$ cat src/rtl/zuss_lsu.sv
// zuss_lsu: single-outstanding load/store unit in front of the ZUSS data memory.
// Converts byte/half/word requests into aligned word accesses and extends load results.
module zuss_lsu #(
  parameter int MEM_LATENCY = 1
) (
  input  logic        clk,
  input  logic        rst,
  input  logic        req_valid,
  output logic        req_ready,
  input  logic        req_we,
  input  logic [2:0]  req_funct3,
  input  logic [31:0] req_addr,
  input  logic [31:0] req_wdata,
  output logic        rsp_valid,
  output logic [31:0] rsp_rdata,
  output logic        rsp_err,
  output logic [3:0]  mem_we,
  output logic [31:0] mem_addr,
  output logic [31:0] mem_data,
  input  logic [31:0] mem_out
);

  typedef enum logic [1:0] {
    IDLE  = 2'd0,
    ISSUE = 2'd1,
    WAIT  = 2'd2,
    RESP  = 2'd3
  } state_t;

  state_t      state;
  state_t      state_nxt;
  logic        we_q;
  logic [2:0]  funct3_q;
  logic [1:0]  addr_lo_q;
  logic [1:0]  cnt;

  logic        accept;
  logic        illegal;
  logic [3:0]  lane_we;
  logic [31:0] lane_data;
  logic [7:0]  load_byte;
  logic [15:0] load_half;
  logic [31:0] load_data;

  assign req_ready = (state == IDLE);
  assign accept    = req_valid && req_ready;

  // NOTE: every always_comb output gets a default first so no path leaves it unassigned (no latch).
  always_comb begin
    illegal = 1'b0;
    case (req_funct3)
      3'd1, 3'd5:       illegal = req_addr[0];
      3'd2:             illegal = (req_addr[1:0] != 2'b00);
      3'd3, 3'd6, 3'd7: illegal = 1'b1;
      default:          illegal = 1'b0;
    endcase
    if (req_we && (req_funct3 > 3'd2)) illegal = 1'b1;
  end

  // Store data is replicated across all lanes; the byte enables pick the live ones.
  always_comb begin
    lane_we   = 4'b0000;
    lane_data = req_wdata;
    case (req_funct3[1:0])
      2'd0: begin
        lane_we   = 4'b0001 << req_addr[1:0];
        lane_data = {4{req_wdata[7:0]}};
      end
      2'd1: begin
        lane_we   = req_addr[1] ? 4'b1100 : 4'b0011;
        lane_data = {2{req_wdata[15:0]}};
      end
      default: begin
        lane_we   = 4'b1111;
        lane_data = req_wdata;
      end
    endcase
  end

  assign load_byte = mem_out[{addr_lo_q, 3'b000} +: 8];
  assign load_half = addr_lo_q[1] ? mem_out[31:16] : mem_out[15:0];

  always_comb begin
    load_data = mem_out;
    case (funct3_q)
      3'd0:    load_data = {{24{load_byte[7]}}, load_byte};
      3'd4:    load_data = {24'h000000, load_byte};
      3'd1:    load_data = {{16{load_half[15]}}, load_half};
      3'd5:    load_data = {16'h0000, load_half};
      default: load_data = mem_out;
    endcase
  end

  always_comb begin
    state_nxt = state;
    case (state)
      IDLE:    if (accept) state_nxt = illegal ? RESP : ISSUE;
      ISSUE:   state_nxt = we_q ? RESP : WAIT;
      WAIT:    if (cnt == 2'd1) state_nxt = RESP;
      RESP:    state_nxt = IDLE;
      default: state_nxt = IDLE;
    endcase
  end

  // NOTE: state is updated with non-blocking assignments so every register samples pre-edge values.
  always_ff @(posedge clk) begin
    if (rst) begin
      state     <= IDLE;
      we_q      <= 1'b0;
      funct3_q  <= 3'd0;
      addr_lo_q <= 2'd0;
      cnt       <= 2'd0;
      rsp_valid <= 1'b0;
      rsp_rdata <= '0;
      rsp_err   <= 1'b0;
      mem_we    <= 4'b0000;
      mem_addr  <= '0;
      mem_data  <= '0;
    end else begin
      state     <= state_nxt;
      rsp_valid <= (state_nxt == RESP);
      rsp_err   <= accept && illegal;
      rsp_rdata <= ((state == WAIT) && (cnt == 2'd1)) ? load_data : '0;
      mem_we    <= (accept && !illegal && req_we) ? lane_we : 4'b0000;

      if (accept) begin
        we_q      <= req_we;
        funct3_q  <= req_funct3;
        addr_lo_q <= req_addr[1:0];
        // Rejected requests leave the memory-side bus untouched.
        if (!illegal) begin
          mem_addr <= {req_addr[31:2], 2'b00};
          if (req_we) mem_data <= lane_data;
        end
      end

      if (state == ISSUE)     cnt <= 2'(MEM_LATENCY);
      else if (state == WAIT) cnt <= cnt - 2'd1;
    end
  end

endmodule

$ cat config.mk
export PLATFORM = sky130hd
export DESIGN_NAME = zuss_lsu
export DESIGN_NICKNAME = d
export VERILOG_FILES = /design/src/rtl/zuss_lsu.sv
export SDC_FILE = /design/constraint.sdc
export NUM_CORES = 1
export LEC_CHECK = 0
export BUFFER_PORTS_ARGS = -buffer_cell sky130_fd_sc_hd__clkbuf_2
export CORE_UTILIZATION = 47
export DETAILED_ROUTE_END_ITERATION = 16
export PLACE_DENSITY = 0.89
export SYNTH_ARGS = -nofsm -noshare
export SYNTH_HDL_FRONTEND = slang
export SYNTH_SLANG_ARGS = --single-unit
$ cat constraint.sdc
create_clock -name clk -period 1.9 [get_ports clk]
set_input_delay 0.285 -clock clk [delete_from_list [all_inputs] [get_ports clk]]
set_output_delay 0.285 -clock clk [all_outputs]
set_load 0.01 [all_outputs]
==> flow_summary_export.csv, run 1 <==
group,metric,value,unit
routing,routedWlPerCell,15.1,um
worst_setup_path,cp-end-kind,"flip-flop",
routing,num_vias,4634,
yosys,syn_area_per_cell,8.45,um^2
routing,drt.antenna.violating_nets,0,
worst_setup_path,cp_max_fo,16,
timing,setup_viol,0,
place,place_congestion,0.943,
timing,worst_slack,0.165,ns
worst_setup_path,start_kind,"flip-flop",
min_path,hp-start,"req_addr[21]",
routing,route.top_layer_used,"met4",
timing,hold_viol,0,
floorplan,num_rows,35,
timing,rsz0062_at_grt,"no",
outcome,outcome,"finished, final reports clean",
clocking,clk_pin_slew_worst_paths,0.12,ns
floorplan,initial_core_util,49.2,%
timing,fin_skew,0.0112,ns
power_and_ir_drop,p_per_area,918,mW/mm^2
place,dp_slack,0.168,ns
timing,fin_tns_setup,0,ns
clocking,post_cts_resize_count,0,
routing,wl_met3,968,um
global_route,grt_pass1_vias,4341,
power_and_ir_drop,power.total,5.46,mW
place,numPortBuffers,203,
routing,wl,13100,um
routing,drc,0,
timing,period_share,91.3,%
clocking,cts_root_buf,"clkbuf_8",
job,cap_viol_max_count,0,
global_route,grt_pass1_wl,20700,um
final_layout,layout-drive-gt1-share,34.1,%
clocking,post_cts_buffers,0,
power_and_ir_drop,vdd_drop_max,0.000613,V
routing,drt-met1-wl,5390,um
worst_setup_path,required,2.16,ns
yosys,netlist_area,0.00463,mm^2
place,placed_area,0.00577,mm^2
floorplan,dieArea,0.0103,mm^2
worst_setup_path,worst_ep_arrival_time,2.00,ns
clocking,clock-sinks,110,
yosys,synth-edff-count,0,
final_layout,n_fill_cell,830,
final_layout,layout.nets,844,
yosys,ys.flop_type,"dfxtp_1",
yosys,ys_seq_area_share,47.5,%
final_layout,final_cells,871,
worst_setup_path,crit_type,"reg2reg",
place,hpwlAfterDp,9830,um
global_route,antenna_found_initial,0,
yosys,ys_seq_elements,110,
final_layout,syn2layout_area_growth,28.4,%
clocking,worst_skew_pair.late_latency,0.37,ns
floorplan,ios,206,
yosys,postSynthCellCount,548,
routing,met2_length,6370,um
clocking,cts_hold_buf,0,
worst_setup_path,r2r_start,"state[0]",
yosys,synth_cell_type_count,48,
yosys,async_flop_share,0,%
clocking,numCtsBuffers,9,
clocking,cts_tree,"built",
global_route,overflow,0,
timing,min_period,1.73,ns
floorplan,die_x,101,um
timing,max_freq,0.576,GHz
clocking,cts-htree-levels,3,
timing,finalMaxSlewViolations,0,
global_route,grt_max_degree,74,
routing,drt_iter0_drc,162,
worst_setup_path,startpoint,"state[0]",
final_layout,antenna_cells,0,
routing,via_per_inst,5.32,
routing,firstDrtPassIters,4,
floorplan,coreArea,0.00942,mm^2
global_route,track_usage,25.8,%
place,placed_cells,855,
timing,worst_pin_slew,0.728,ns
final_layout,postLayoutCellArea,0.00595,mm^2
clocking,ctsLongestPathBuffers,2,
yosys,yosys_warnings,0,
timing,slew_headroom,51.4,%
power_and_ir_drop,power_leakage,2.61,nW
floorplan,die_h,101,um
min_path,min_path_type,"in2reg",
[per-layer routing]
layer / track usage, % / vias to the layer above
li1: - / 2261
met1: 30.8 / 2133
met2: 44.2 / 211
met3: 6.14 / 29
met4: 10.9 / 0
met5: 0 / -
[worst paths after layout]
check,cells past startpoint,slack [ns],endpoint
setup / recovery,7,0.17,mem_data[31]
hold / removal,3,0.13,mem_addr[21]
setup reg to reg,7,0.17,mem_data[31]
hold reg to reg,2,0.46,mem_addr[11]
[layout by cell type (no fill, tap or decap), types with 4 or more instances in the layout]
cell type	instances
clkbuf_2	203
nand2_1	140
dfxtp_1	110
a21oi_1	86
nor2_1	27
mux2i_1	27
o21ai_0	14
nand2b_1	12
buf_4	12
clkbuf_8	9
o22ai_1	8
and3_1	8
o211ai_1	8
a211oi_2	8
inv_1	6
a311oi_2	4
a311oi_1	4
ha_1	4
[synth_stat cells (2+ instances only)]
cell,instances,area [um^2]
a211oi_1,3,22.5
a211oi_2,8,100
a21oi_1,86,430
a221o_1,3,30.0
a22oi_1,2,15.0
a311oi_1,4,35.0
a311oi_2,4,60.1
and3_1,8,50.1
buf_2,14,70.1
buf_4,4,30.0
buf_6,2,22.5
clkbuf_1,20,75.1
dfxtp_1,110,2200
ha_1,4,50.1
inv_1,6,22.5
mux2i_1,27,270
nand2_1,140,526
nand2b_1,12,75.1
nand3_1,2,10.0
nor2_1,27,101
nor2b_1,2,12.5
nor3_1,3,15.0
o211ai_1,8,60.1
o21a_1,2,15.0
o21ai_0,14,70.1
o221a_2,2,22.5
o22ai_1,8,50.1
o31a_1,2,17.5
or3_1,2,12.5
[state kept, by name, indices dropped and copies added (netlist names), 2 cells and up]
signal     cells
addr_lo_q      2
cnt            2
funct3_q       3
mem_addr      30
mem_data      32
mem_we         4
rsp_rdata     32
state          2
[report_power, final]
part	internal, mW	total, mW	switching (mW)
registers	2.50	2.62	0.117
logic	0.601	1.49	0.893
clock network	0.505	1.35	0.845
total	3.61	5.46	1.86
[critical path, cell delays in order (launching register included)]
cell	delay (ns)
dfxtp_1	0.35
inv_1	0.08
ha_1	0.16
and2_1	0.14
buf_4	0.18
o2111ai_2	0.41
nand2_1	0.21
a21oi_1	0.09
[logic make-up (layout without fill, tap and decap cells)]
group                    after synthesis  after routing  synth area share (%)
other                                  1              2                0.0809
adder cells (fa/ha/maj)                4              4                  1.08
buffers and inverters                 48            241                  4.91
flip-flops                           110            110                  47.5
AND/OR/NAND/NOR                      203            203                  18.6
multiplexers                          27             27                  5.83
AO/OA/AOI/OAI                        155            155                  22.0
[final cells by class]
type	instances	area, um^2	area share, %
tap	129	161	2.71
timing repair buffer	218	1170	19.6
inverter	7	26.3	0.442
multi-input combinational	391	2210	37.2
sequential	110	2200	37.0
clock inverter	6	56.3	0.946
clock buffer	10	128	2.14
[per-stage QoR]
step	hold WS (ns)	util [%]
floorplan	0.421	-
global placement	0.438	61.2
detailed placement	0.446	61.2
CTS	0.111	63.2
global route	0.102	63.2
finish	0.130	63.2
Note: power is estimated with default switching activity, not from simulation.
==> run 2, diff against run 1 <==
==> constraint.sdc (replaced) <==
create_clock -name clk -period 1.9 [get_ports clk]
set_input_delay 0.38 -clock clk [delete_from_list [all_inputs] [get_ports clk]]
set_output_delay 0.38 -clock clk [all_outputs]
set_load 0.01 [all_outputs]
==> run 2 against run 1 <==
Sequential power hardly changed. Clock-buffer cell count is 1 lower. Largest power group unchanged. Clock power is 12% higher. Routed wire length is 0.24% higher. Fmax is 0.22% higher.
==> flow_summary_export.csv, run 2 (synthesis results as in run 1) <==
group,metric,value,unit
outcome,outcome,"finished, final reports clean",
worst_setup_path,r2r_slack,0.19,ns
worst_setup_path,slowest_stage,"dfxtp_1",
worst_setup_path,required,1.52,ns
global_route,grt_pass1_wl,20500,um
final_layout,layout.nets,844,
timing,min_period,1.73,ns
clocking,cts_tree,"built",
min_path,min_path_type,"in2reg",
timing,setup_viol,0,
timing,fin_skew,0.0163,ns
place,place_congestion,0.879,
floorplan,initial_core_util,49.2,%
final_layout,antenna_cells,0,
min_path,hold_depth,3,
worst_setup_path,crit_type,"reg2out",
clocking,ctsLongestPathBuffers,2,
power_and_ir_drop,vdd_drop_max,0.000628,V
floorplan,dieArea,0.0103,mm^2
floorplan,coreArea,0.00942,mm^2
power_and_ir_drop,clock_power_share,26.8,%
floorplan,die_x,101,um
place,dp_slack,-0.107,ns
place,hpwlAfterDp,9910,um
clocking,cts-htree-levels,3,
final_layout,syn2layout_area_growth,29.1,%
clocking,clock-sinks,110,
global_route,busiest_layer,"met2",
place,numPortBuffers,203,
routing,routedWlPerCell,15.1,um
power_and_ir_drop,p_sw_share,33.5,%
timing,period_share,91.1,%
worst_setup_path,critical_path_buf_inv_count,3,
power_and_ir_drop,p_switching,1.89,mW
clocking,cts_root_buf,"clkbuf_8",
worst_setup_path,start_kind,"flip-flop",
clocking,worst_skew_pair.late_latency,0.37,ns
worst_setup_path,max_stage_delay,0.40,ns
timing,finalMaxSlewViolations,0,
min_path,hp-start,"req_addr[2]",
timing,max_freq,0.578,GHz
timing,rsz0062_at_grt,"no",
final_layout,layout-drive-gt1-share,34.2,%
timing,worst_slack,0.169,ns
worst_setup_path,crit_cells,4,
worst_setup_path,cp-end-kind,"output port",
clocking,clk_pin_slew_worst_paths,0.12,ns
global_route,grt_max_degree,49,
global_route,met1_usage,30.5,%
routing,via_per_inst,5.37,
routing,drt.antenna.violating_nets,0,
min_path,worst_hold_path.endpoint,"mem_addr[2]",
job,cap_viol_max_count,0,
routing,drc,0,
timing,slew_headroom,51.4,%
power_and_ir_drop,intPower,3.75,mW
global_route,overflow,0,
place,placed_cells,855,
power_and_ir_drop,power_leakage,2.62,nW
global_route,antenna_found_initial,0,
routing,wl,13200,um
power_and_ir_drop,p_per_area,941,mW/mm^2
worst_setup_path,worst_ep_arrival_time,1.35,ns
worst_setup_path,r2r_start,"state[0]",
final_layout,layout_common_cells,"clkbuf_2 (203), nand2_1 (140), dfxtp_1 (110)",
final_layout,n_fill_cell,800,
global_route,grt_pass1_vias,4412,
timing,worst_pin_slew,0.726,ns
worst_setup_path,reg2reg_to,"mem_data[12]",
floorplan,num_rows,35,
power_and_ir_drop,comb_power_share,26.5,%
floorplan,ios,206,
final_layout,final_common_cell,"clkbuf_2",
worst_setup_path,cp_max_fo,6,
routing,firstDrtPassIters,5,
clocking,numCtsBuffers,9,
global_route,met2_usage,43.9,%
timing,hold_viol,0,
final_layout,top_regs,"mem_data (32), rsp_rdata (32), mem_addr (30)",
worst_setup_path,worstRegToRegCells,7,
global_route,grt_use_met3,4.14,%
floorplan,die_h,101,um
routing,drt_iter0_drc,259,
power_and_ir_drop,p_seq_share,46.7,%
worst_setup_path,crit_family,"flip-flops",
routing,num_vias,4677,
worst_setup_path,crit_chain,"inv_1 > ha_1 > buf_4 > clkbuf_2",
global_route,track_usage,25.3,%
final_layout,final_cells,871,
==> run 2: changes by cell type in the layout (fill, tap and decap cells not counted), sizes merged <==
| cell | previous run | this run |
|---|---|---|
| clkinv | 4 | 3 |
| bufinv | 0 | 1 |
| inv | 9 | 10 |
| clkbuf | 213 | 212 |
==> run 2: power groups by stage <==
stage / Clock [mW] / Combinational, mW / Sequential [mW]
after floorplan: 0 / 0.881 / 2.71
after global placement: 0 / 1.41 / 2.67
after detailed placement: 0 / 1.47 / 2.68
after CTS: 1.52 / 1.47 / 2.63
after global routing: 1.63 / 1.64 / 2.66
final: 1.51 / 1.49 / 2.63
==> run 2: cell type report <==
class / instances / area (um^2) / area share, %
tap: 129 / 161 / 2.70
multi-input combinational: 391 / 2230 / 37.3
inverter: 7 / 26.3 / 0.439
clock inverter: 7 / 86.3 / 1.44
clock buffer: 9 / 124 / 2.07
timing repair buffer: 218 / 1150 / 19.3
sequential: 110 / 2200 / 36.8
==> run 2: tightest hold or removal path, stage by stage <==
cell	delay, ns
clkbuf_2	0.08
nand2_1	0.04
a21oi_1	0.05
==> run 2: worst max-delay path by stage <==
stage / to / startpoint / slack (ns)
floorplan: mem_addr[22] / state[0] / 0.25
global placement: mem_addr[11] / req_addr[0] / 0.04
detailed placement: mem_addr[20] / req_addr[0] / -0.11
CTS: mem_addr[28] / state[0] / 0.05
global route: mem_addr[12] / state[0] / 0.09
finish: req_ready / state[0] / 0.17
==> run 2: metrics by stage <==
step	util, %	power [mW]	hold slack (ns)	setup TNS (ns)	area, um^2
final	63.5	5.63	0.218	0	5980
after global routing	63.5	5.93	0.212	0	5980
after CTS	63.3	5.63	0.212	0	5960
after detailed placement	61.1	4.15	0.447	-2.35	5750
after global placement	61.1	4.08	0.439	0	5750
after floorplan	-	3.59	0.437	0	4640
==> run 2: timing repair <==
| item | in CTS | in global routing |
|---|---|---|
| resized for setup | 0 | 2 |
| endpoints found under the setup margin | 0 | 37 |
| buffers inserted | 0 | 0 |
| hold buffers | 0 | 0 |
==> run 2: metal layers <==
metal	part of all wire, %	vias up
met3	7.8	35
met4	3.2	0
li1	-	2258
met1	41	2131
met2	48	253
met5	0	-
